[src/rtl/sys_ctrl_gen2.sv]
// Second-generation REF_CLK system controller: parses UART command frames, drives the
// register file and gated ALU, and serialises responses into the TX FIFO.
module sys_ctrl_gen2 #(
    parameter int unsigned           DATA_WIDTH    = 8,
    parameter int unsigned           Address_bits  = 4,
    parameter int unsigned           ALU_FUN_WIDTH = 4,
    parameter int unsigned           ALU_OUT_WIDTH = 16,
    parameter int unsigned           TIMEOUT       = 255,
    parameter logic [DATA_WIDTH-1:0] ERR_BYTE      = 8'hFF
) (
    input  logic                     CLK,
    input  logic                     RST,
    input  logic [DATA_WIDTH-1:0]    RX_P_DATA,
    input  logic                     RX_D_VLD,
    input  logic [DATA_WIDTH-1:0]    RdData,
    input  logic                     RdData_Valid,
    input  logic [ALU_OUT_WIDTH-1:0] ALU_OUT,
    input  logic                     OUT_Valid,
    input  logic                     FIFO_FULL,
    output logic [ALU_FUN_WIDTH-1:0] ALU_FUN,
    output logic                     EN,
    output logic                     CLK_EN,
    output logic [Address_bits-1:0]  Address,
    output logic                     WrEn,
    output logic                     RdEn,
    output logic [DATA_WIDTH-1:0]    WrData,
    output logic [DATA_WIDTH-1:0]    TX_P_DATA,
    output logic                     W_INC,
    output logic                     clk_div_en,
    output logic                     frame_err
);

    localparam int unsigned NBYTES = ALU_OUT_WIDTH / DATA_WIDTH;
    localparam int unsigned NB_W   = $clog2(NBYTES + 1);
    localparam int unsigned TMO_W  = $clog2(TIMEOUT + 2);

    localparam logic [DATA_WIDTH-1:0] CMD_WR    = DATA_WIDTH'(8'hAA);
    localparam logic [DATA_WIDTH-1:0] CMD_RD    = DATA_WIDTH'(8'hBB);
    localparam logic [DATA_WIDTH-1:0] CMD_ALU   = DATA_WIDTH'(8'hCC);
    localparam logic [DATA_WIDTH-1:0] CMD_ALUNO = DATA_WIDTH'(8'hDD);
    localparam logic [DATA_WIDTH-1:0] CMD_BURST = DATA_WIDTH'(8'hAB);

    typedef enum logic [3:0] {
        StIdle, StWrAddr, StWrData, StRdAddr, StRdWait, StAluA, StAluB, StAluF,
        StAluWait, StBrAddr, StBrCnt, StBrRd, StSend, StErr
    } state_e;

    state_e                     state_q, state_d;
    logic [ALU_FUN_WIDTH-1:0]   alu_fun_q, alu_fun_d;
    logic                       en_q, en_d, clk_en_q, clk_en_d;
    logic [Address_bits-1:0]    addr_q, addr_d;
    logic                       wr_en_q, wr_en_d, rd_en_q, rd_en_d;
    logic [DATA_WIDTH-1:0]      wr_data_q, wr_data_d, tx_data_q, tx_data_d;
    logic                       w_inc_q, w_inc_d, frame_err_q, frame_err_d;
    logic [ALU_OUT_WIDTH-1:0]   res_q, res_d;
    logic [NB_W-1:0]            nb_q, nb_d;
    logic [DATA_WIDTH-1:0]      br_cnt_q, br_cnt_d;
    logic [TMO_W-1:0]           tmo_q, tmo_d;

    logic                       byte_wait, timed_out, load, done;
    logic [ALU_OUT_WIDTH-1:0]   load_val;
    logic [NB_W-1:0]            load_n;

    always_comb begin
        state_d     = state_q;
        alu_fun_d   = alu_fun_q;
        en_d        = 1'b0;
        clk_en_d    = clk_en_q;
        addr_d      = addr_q;
        wr_en_d     = 1'b0;
        rd_en_d     = 1'b0;
        wr_data_d   = wr_data_q;
        tx_data_d   = tx_data_q;
        w_inc_d     = 1'b0;
        frame_err_d = 1'b0;
        res_d       = res_q;
        nb_d        = nb_q;
        br_cnt_d    = br_cnt_q;
        tmo_d       = '0;
        load        = 1'b0;
        load_val    = '0;
        load_n      = '0;
        done        = 1'b0;

        byte_wait = state_q inside {StWrAddr, StWrData, StRdAddr, StAluA, StAluB, StAluF,
                                    StBrAddr, StBrCnt};
        // Counter holds cycles since the last accepted byte, so the abort lands on TIMEOUT.
        timed_out = byte_wait && !RX_D_VLD && (TIMEOUT != 0) &&
                    (32'(tmo_q) + 32'd1 >= TIMEOUT);

        if (TIMEOUT != 0) begin
            if (RX_D_VLD && (byte_wait || state_q == StIdle)) tmo_d = TMO_W'(1);
            else if (byte_wait && !timed_out)                 tmo_d = tmo_q + TMO_W'(1);
        end

        case (state_q)
            StIdle: if (RX_D_VLD) begin
                case (RX_P_DATA)
                    CMD_WR:    state_d = StWrAddr;
                    CMD_RD:    state_d = StRdAddr;
                    CMD_ALU:   state_d = StAluA;
                    CMD_ALUNO: state_d = StAluF;
                    CMD_BURST: state_d = StBrAddr;
                    default: begin
                        frame_err_d = 1'b1;
                        state_d     = StErr;
                    end
                endcase
            end
            StWrAddr: if (RX_D_VLD) begin
                addr_d  = RX_P_DATA[Address_bits-1:0];
                state_d = StWrData;
            end
            StWrData: if (RX_D_VLD) begin
                wr_data_d = RX_P_DATA;
                wr_en_d   = 1'b1;
                state_d   = StIdle;
            end
            StRdAddr: if (RX_D_VLD) begin
                addr_d   = RX_P_DATA[Address_bits-1:0];
                rd_en_d  = 1'b1;
                br_cnt_d = '0;
                state_d  = StRdWait;
            end
            StRdWait, StBrRd: if (RdData_Valid) begin
                load     = 1'b1;
                load_val = ALU_OUT_WIDTH'(RdData);
                load_n   = NB_W'(1);
            end
            StAluA: if (RX_D_VLD) begin
                addr_d    = '0;
                wr_data_d = RX_P_DATA;
                wr_en_d   = 1'b1;
                state_d   = StAluB;
            end
            StAluB: if (RX_D_VLD) begin
                addr_d    = Address_bits'(1);
                wr_data_d = RX_P_DATA;
                wr_en_d   = 1'b1;
                state_d   = StAluF;
            end
            StAluF: if (RX_D_VLD) begin
                alu_fun_d = RX_P_DATA[ALU_FUN_WIDTH-1:0];
                en_d      = 1'b1;
                clk_en_d  = 1'b1;
                br_cnt_d  = '0;
                state_d   = StAluWait;
            end
            StAluWait: if (OUT_Valid) begin
                clk_en_d = 1'b0;
                load     = 1'b1;
                load_val = ALU_OUT;
                load_n   = NB_W'(NBYTES);
            end
            StBrAddr: if (RX_D_VLD) begin
                addr_d  = RX_P_DATA[Address_bits-1:0];
                state_d = StBrCnt;
            end
            StBrCnt: if (RX_D_VLD) begin
                if (RX_P_DATA == '0) begin
                    state_d = StIdle;
                end else begin
                    br_cnt_d = RX_P_DATA;
                    rd_en_d  = 1'b1;
                    state_d  = StBrRd;
                end
            end
            StSend: if (!FIFO_FULL) begin
                w_inc_d   = 1'b1;
                tx_data_d = res_q[DATA_WIDTH-1:0];
                res_d     = res_q >> DATA_WIDTH;
                nb_d      = nb_q - NB_W'(1);
                done      = (nb_q == NB_W'(1));
            end
            StErr: if (!FIFO_FULL) begin
                w_inc_d   = 1'b1;
                tx_data_d = ERR_BYTE;
                state_d   = StIdle;
            end
            default: state_d = StIdle;
        endcase

        if (timed_out) begin
            frame_err_d = 1'b1;
            state_d     = StErr;
        end

        // Push the first byte in the capture cycle so the FIFO sees it one cycle later.
        if (load) begin
            if (!FIFO_FULL) begin
                w_inc_d   = 1'b1;
                tx_data_d = load_val[DATA_WIDTH-1:0];
                res_d     = load_val >> DATA_WIDTH;
                nb_d      = load_n - NB_W'(1);
                if (load_n == NB_W'(1)) done = 1'b1;
                else                    state_d = StSend;
            end else begin
                res_d   = load_val;
                nb_d    = load_n;
                state_d = StSend;
            end
        end

        if (done) begin
            if (br_cnt_q > DATA_WIDTH'(1)) begin
                addr_d   = addr_q + Address_bits'(1);
                rd_en_d  = 1'b1;
                br_cnt_d = br_cnt_q - DATA_WIDTH'(1);
                state_d  = StBrRd;
            end else begin
                br_cnt_d = '0;
                state_d  = StIdle;
            end
        end
    end

    always_ff @(posedge CLK or negedge RST) begin
        if (!RST) begin
            state_q     <= StIdle;
            alu_fun_q   <= '0;
            en_q        <= 1'b0;
            clk_en_q    <= 1'b0;
            addr_q      <= '0;
            wr_en_q     <= 1'b0;
            rd_en_q     <= 1'b0;
            wr_data_q   <= '0;
            tx_data_q   <= '0;
            w_inc_q     <= 1'b0;
            frame_err_q <= 1'b0;
            res_q       <= '0;
            nb_q        <= '0;
            br_cnt_q    <= '0;
            tmo_q       <= '0;
        end else begin
            state_q     <= state_d;
            alu_fun_q   <= alu_fun_d;
            en_q        <= en_d;
            clk_en_q    <= clk_en_d;
            addr_q      <= addr_d;
            wr_en_q     <= wr_en_d;
            rd_en_q     <= rd_en_d;
            wr_data_q   <= wr_data_d;
            tx_data_q   <= tx_data_d;
            w_inc_q     <= w_inc_d;
            frame_err_q <= frame_err_d;
            res_q       <= res_d;
            nb_q        <= nb_d;
            br_cnt_q    <= br_cnt_d;
            tmo_q       <= tmo_d;
        end
    end

    assign ALU_FUN    = alu_fun_q;
    assign EN         = en_q;
    assign CLK_EN     = clk_en_q;
    assign Address    = addr_q;
    assign WrEn       = wr_en_q;
    assign RdEn       = rd_en_q;
    assign WrData     = wr_data_q;
    assign TX_P_DATA  = tx_data_q;
    assign W_INC      = w_inc_q;
    assign frame_err  = frame_err_q;
    assign clk_div_en = 1'b1;

endmodule

[config.mk]
export PLATFORM = sky130hd
export DESIGN_NAME = sys_ctrl_gen2
export DESIGN_NICKNAME = d
export VERILOG_FILES = /design/src/rtl/sys_ctrl_gen2.sv
export SDC_FILE = /design/constraint.sdc
export NUM_CORES = 1
export LEC_CHECK = 0
export CAP_MARGIN = 20
export CORE_UTILIZATION = 30
export DETAILED_ROUTE_END_ITERATION = 10
export DONT_BUFFER_PORTS = 1
export PLACE_DENSITY_LB_ADDON = 0.1
export SLEW_MARGIN = 10
export SYNTH_ARGS = -nofsm -noshare
export SYNTH_HDL_FRONTEND = slang
export SYNTH_SLANG_ARGS = --single-unit
[constraint.sdc]
create_clock -name CLK -period 2.9 [get_ports CLK]
set_input_delay 0.145 -clock CLK [delete_from_list [all_inputs] [get_ports CLK]]
set_output_delay 0.145 -clock CLK [all_outputs]
set_load 0.05 [all_outputs]
==> impl_metrics.yaml <==
outcome:
  run_status: "finished, final reports clean"
setup_path:
  slowest_cell_on_the_critical_path: "sky130_fd_sc_hd__or3_4"
  timing.critical_path.to_type: "register"
  timing.critical_path.fanout_max: 11
  worstPathCellList: "or2_2, o22ai_1, and2_1, ha_1, nand4_1, and3_1, or3_4, or3_1, nand3_1"
  critPathLaunchType: "register"
  timing_worst_setup_path_type: "reg2reg"
  path_delay_family: "simple AND/OR/NAND/NOR gates"
  worstPathBufferInverterCount: 0
  worst-endpoint-required_ns: 3.17
  cp.arrival_ns: 2.97
  cpPeakStageDelay_ns: 0.48
sta:
  timing_worst_slew_pin_value_ns: 0.663
  grt_setup_unrepaired: "no"
  fin_setup_tns_ns: 0
  worst_slew_slack_as_a_fraction_of_its_limit_pct: 55.4
  slew_viol_final: 0
  report.final.setup_viol: 0
  max_clock_freq_ghz: 0.370
  post-route-period-util_pct: 93.2
  report.final.hold_viol_count: 0
  final.min_clock_period_ns: 2.70
  clock_skew_ns: 0.00936
place:
  gpl.final_weighted_congestion: 0.797
  dp_hpwl_mm: 8.36
  io_buffers: 0
cts:
  clk_path_buf_depth: 2
  cts_inserted_buffers: 9
  clk_root_buffer_cell: "sky130_fd_sc_hd__clkbuf_16"
  clock_slew_at_the_register_clock_pins_of_the_worst_setup_and_hold_paths_ns: 0.06
  clock_tree_from_tritoncts: "done"
  h_tree_lvl_count: 3
  cts_post_setup_buffers_inserted: 0
  worstSkewPairLatency_ns: 0.34
  numClockSinks: 69
floorplanning:
  initial_utilization_pct: 30.8
  core-area_um2: 12700
  num_io_pins: 69
  rows: 41
  floorplan.die_area_um2: 13500
  floorplan.die.width_um: 116
  die-height_um: 116
detailed_routing:
  wire_per_inst_um: 18.9
  drt_drc_violations_left: 0
  routed_wirelength_mm: 11.8
  dr.first_iter.drc_count: 242
  route.antenna.remaining_nets: 0
  route.detailed.vias_per_inst: 5.37
  via_count: 3364
  first_pass_iters: 8
yosys:
  netlist.top_cell.by_area: "sky130_fd_sc_hd__dfrtp_1"
  synth_async_sr_flop_share_pct: 100
  yosys_most_used_dff: "sky130_fd_sc_hd__dfrtp_1"
  yosys-top-cells-area: "sky130_fd_sc_hd__dfrtp_1 44%, sky130_fd_sc_hd__o21ai_0 4.2%, sky130_fd_sc_hd__mux2_2 3.8%, sky130_fd_sc_hd__nand2_1 3.7%, sky130_fd_sc_hd__a22o_1 3.4%"
  synth_top_area_share_pct: 44.2
  synth_top_cells_by_count: "69 x sky130_fd_sc_hd__dfrtp_1, 38 x sky130_fd_sc_hd__nand2_1, 33 x sky130_fd_sc_hd__o21ai_0"
  synth_enable_flop_cells: 0
  synthesis.instances: 419
  postSynthAreaPerCell_um2: 9.31
  syn-num-nets: 464
  ys_ff_latch: 69
  synthMostInstantiatedCell: "sky130_fd_sc_hd__dfrtp_1"
  synth.lib_cells_used.distinct: 60
  synth.yosys.warnings: 0
  seq_area_frac_synth_pct: 44.2
  netlist_area_um2: 3900
power:
  power_density_relative_to_cell_area_nw_per_um2: 1140
  vdd_ir_drop_max_mv: 0.601
  static-leakage-power_nw: 1.93
cells_and_area:
  final_cell_utilization_of_the_core_pct: 37.1
  synthToLayoutAreaGrowth_pct: 20.4
  nNetsFinal: 494
  post_route_cells_drive_above_1_share_pct: 13.9
global_route:
  first_global_vias: 3347
  global_route.overflow_total: 0
  largest_net_degree_at_the_start_of_global_routing: 70
  grtUsageTotal_pct: 18.8
  antenna_violations_before_repair: 1
  grt_first_pass_wirelength_mm: 18.7
job:
  max-cap-violations: 0
min_path:
  timing.hold.worst.class: "in2reg"
metal layers:
metal / vias up / global-route usage (%) / share of wire (%) / routed length, µm
met5: - / 0 / 0 / 0
met4: 0 / 6.41 / 1.5 / 173
met3: 8 / 6.17 / 4.7 / 559
met2: 84 / 29.5 / 48 / 5620
met1: 1665 / 24.3 / 46 / 5470
li1: 1607 / - / - / -
what timing repair did:
item | in CTS | in global routing
endpoints found under the setup margin | 0 | 5
hold endpoints to repair | 94 | 0
gates resized for setup | 0 | 1
hold buffers | 20 | 0
sequential cells by signal (all words and copies together), names as in the netlist:
register,flops
WrData,8
TX_P_DATA,8
res_q,16
RdEn,1
W_INC,1
nb_q,2
WrEn,1
ALU_FUN,4
state_q,4
tmo_q,9
EN,1
CLK_EN,1
br_cnt_q,8
Address,4
frame_err,1
cell families after synthesis:
| logic type | after synthesis | synth area share [%] |
|---|---|---|
| mux | 14 | 4.01 |
| fa+ha+maj | 8 | 2.50 |
| compound gates | 132 | 23.5 |
| xor+xnor | 7 | 1.57 |
| other cells | 2 | 0.192 |
| flops | 69 | 44.2 |
| simple gates | 148 | 19.3 |
| buf+inv | 39 | 4.71 |
layout make-up:
| type | instances | area, µm² |
|---|---|---|
| fill | 1329 | 7970 |
| multi-input combinational | 311 | 2000 |
| sequential | 69 | 1730 |
| timing repair buffer | 42 | 383 |
| clock buffer | 9 | 225 |
| tap | 172 | 215 |
| clock inverter | 6 | 88.8 |
| inverter | 16 | 60.1 |
| antenna | 1 | 2.50 |
layout by cell type (no fill, tap or decap), types with 7 or more instances in the layout:
| master | n |
|---|---|
| sky130_fd_sc_hd__o22ai_1 | 9 |
| sky130_fd_sc_hd__and2_1 | 7 |
| sky130_fd_sc_hd__clkbuf_16 | 9 |
| sky130_fd_sc_hd__o21ai_0 | 32 |
| sky130_fd_sc_hd__a22o_1 | 15 |
| sky130_fd_sc_hd__dlygate4sd3_1 | 19 |
| sky130_fd_sc_hd__ha_1 | 7 |
| sky130_fd_sc_hd__nand2b_1 | 9 |
| sky130_fd_sc_hd__inv_1 | 16 |
| sky130_fd_sc_hd__nor3_1 | 9 |
| sky130_fd_sc_hd__nor2_1 | 32 |
| sky130_fd_sc_hd__a22oi_1 | 7 |
| sky130_fd_sc_hd__dfrtp_1 | 69 |
| sky130_fd_sc_hd__mux2_2 | 13 |
| sky130_fd_sc_hd__nand2_1 | 38 |
| sky130_fd_sc_hd__a21oi_1 | 21 |
| sky130_fd_sc_hd__buf_4 | 22 |
| sky130_fd_sc_hd__or3_1 | 11 |
| sky130_fd_sc_hd__a222oi_1 | 7 |
| sky130_fd_sc_hd__nand3_1 | 14 |
final timing paths:
path | from | endpoint | slack, ns | depth (start not counted)
worst max register to register | state_q[1] | Address[3] | 0.20 | 9
min in group asynchronous | RST | state_q[1] | 0.36 | 2
max in group asynchronous | RST | ALU_FUN[0] | 2.24 | 2
worst max-delay path | state_q[1] | Address[3] | 0.20 | 9
worst min register to register | res_q[7] | res_q[7] | 0.49 | 1
worst min-delay path | RX_D_VLD | RdEn | 0.01 | 2
worst reg2reg max path: stages (launching register included):
cell and delay (ns):
sky130_fd_sc_hd__dfrtp_1 0.44, sky130_fd_sc_hd__or2_2 0.34, sky130_fd_sc_hd__o22ai_1 0.19, sky130_fd_sc_hd__and2_1 0.17, sky130_fd_sc_hd__ha_1 0.18, sky130_fd_sc_hd__nand4_1 0.11, sky130_fd_sc_hd__and3_1 0.24, sky130_fd_sc_hd__or3_4 0.48
sky130_fd_sc_hd__or3_1 0.38, sky130_fd_sc_hd__nand3_1 0.09
metrics by stage:
step,power (mW),area [µm²],setup WS (ns),hold WS [ns],instances
after floorplan,3.58,3900,0.0825,-0.151,419
after global placement,4.14,4160,0.156,-0.146,590
after detailed placement,4.16,4160,0.0927,-0.147,590
after CTS,5.40,4690,0.0796,0.00657,625
after global routing,5.72,4700,0.0610,0.0205,626
final,5.37,4700,0.198,0.0133,626
report_power, final:
group | switching [mW] | leakage [nW] | internal (mW)
clock | 0.428 | 0.148 | 0.747
sequential | 0.927 | 0.885 | 1.32
combinational | 1.11 | 0.902 | 0.832
total | 2.47 | 1.93 | 2.90
No activity file was read; power rests on OpenSTA's default activity.
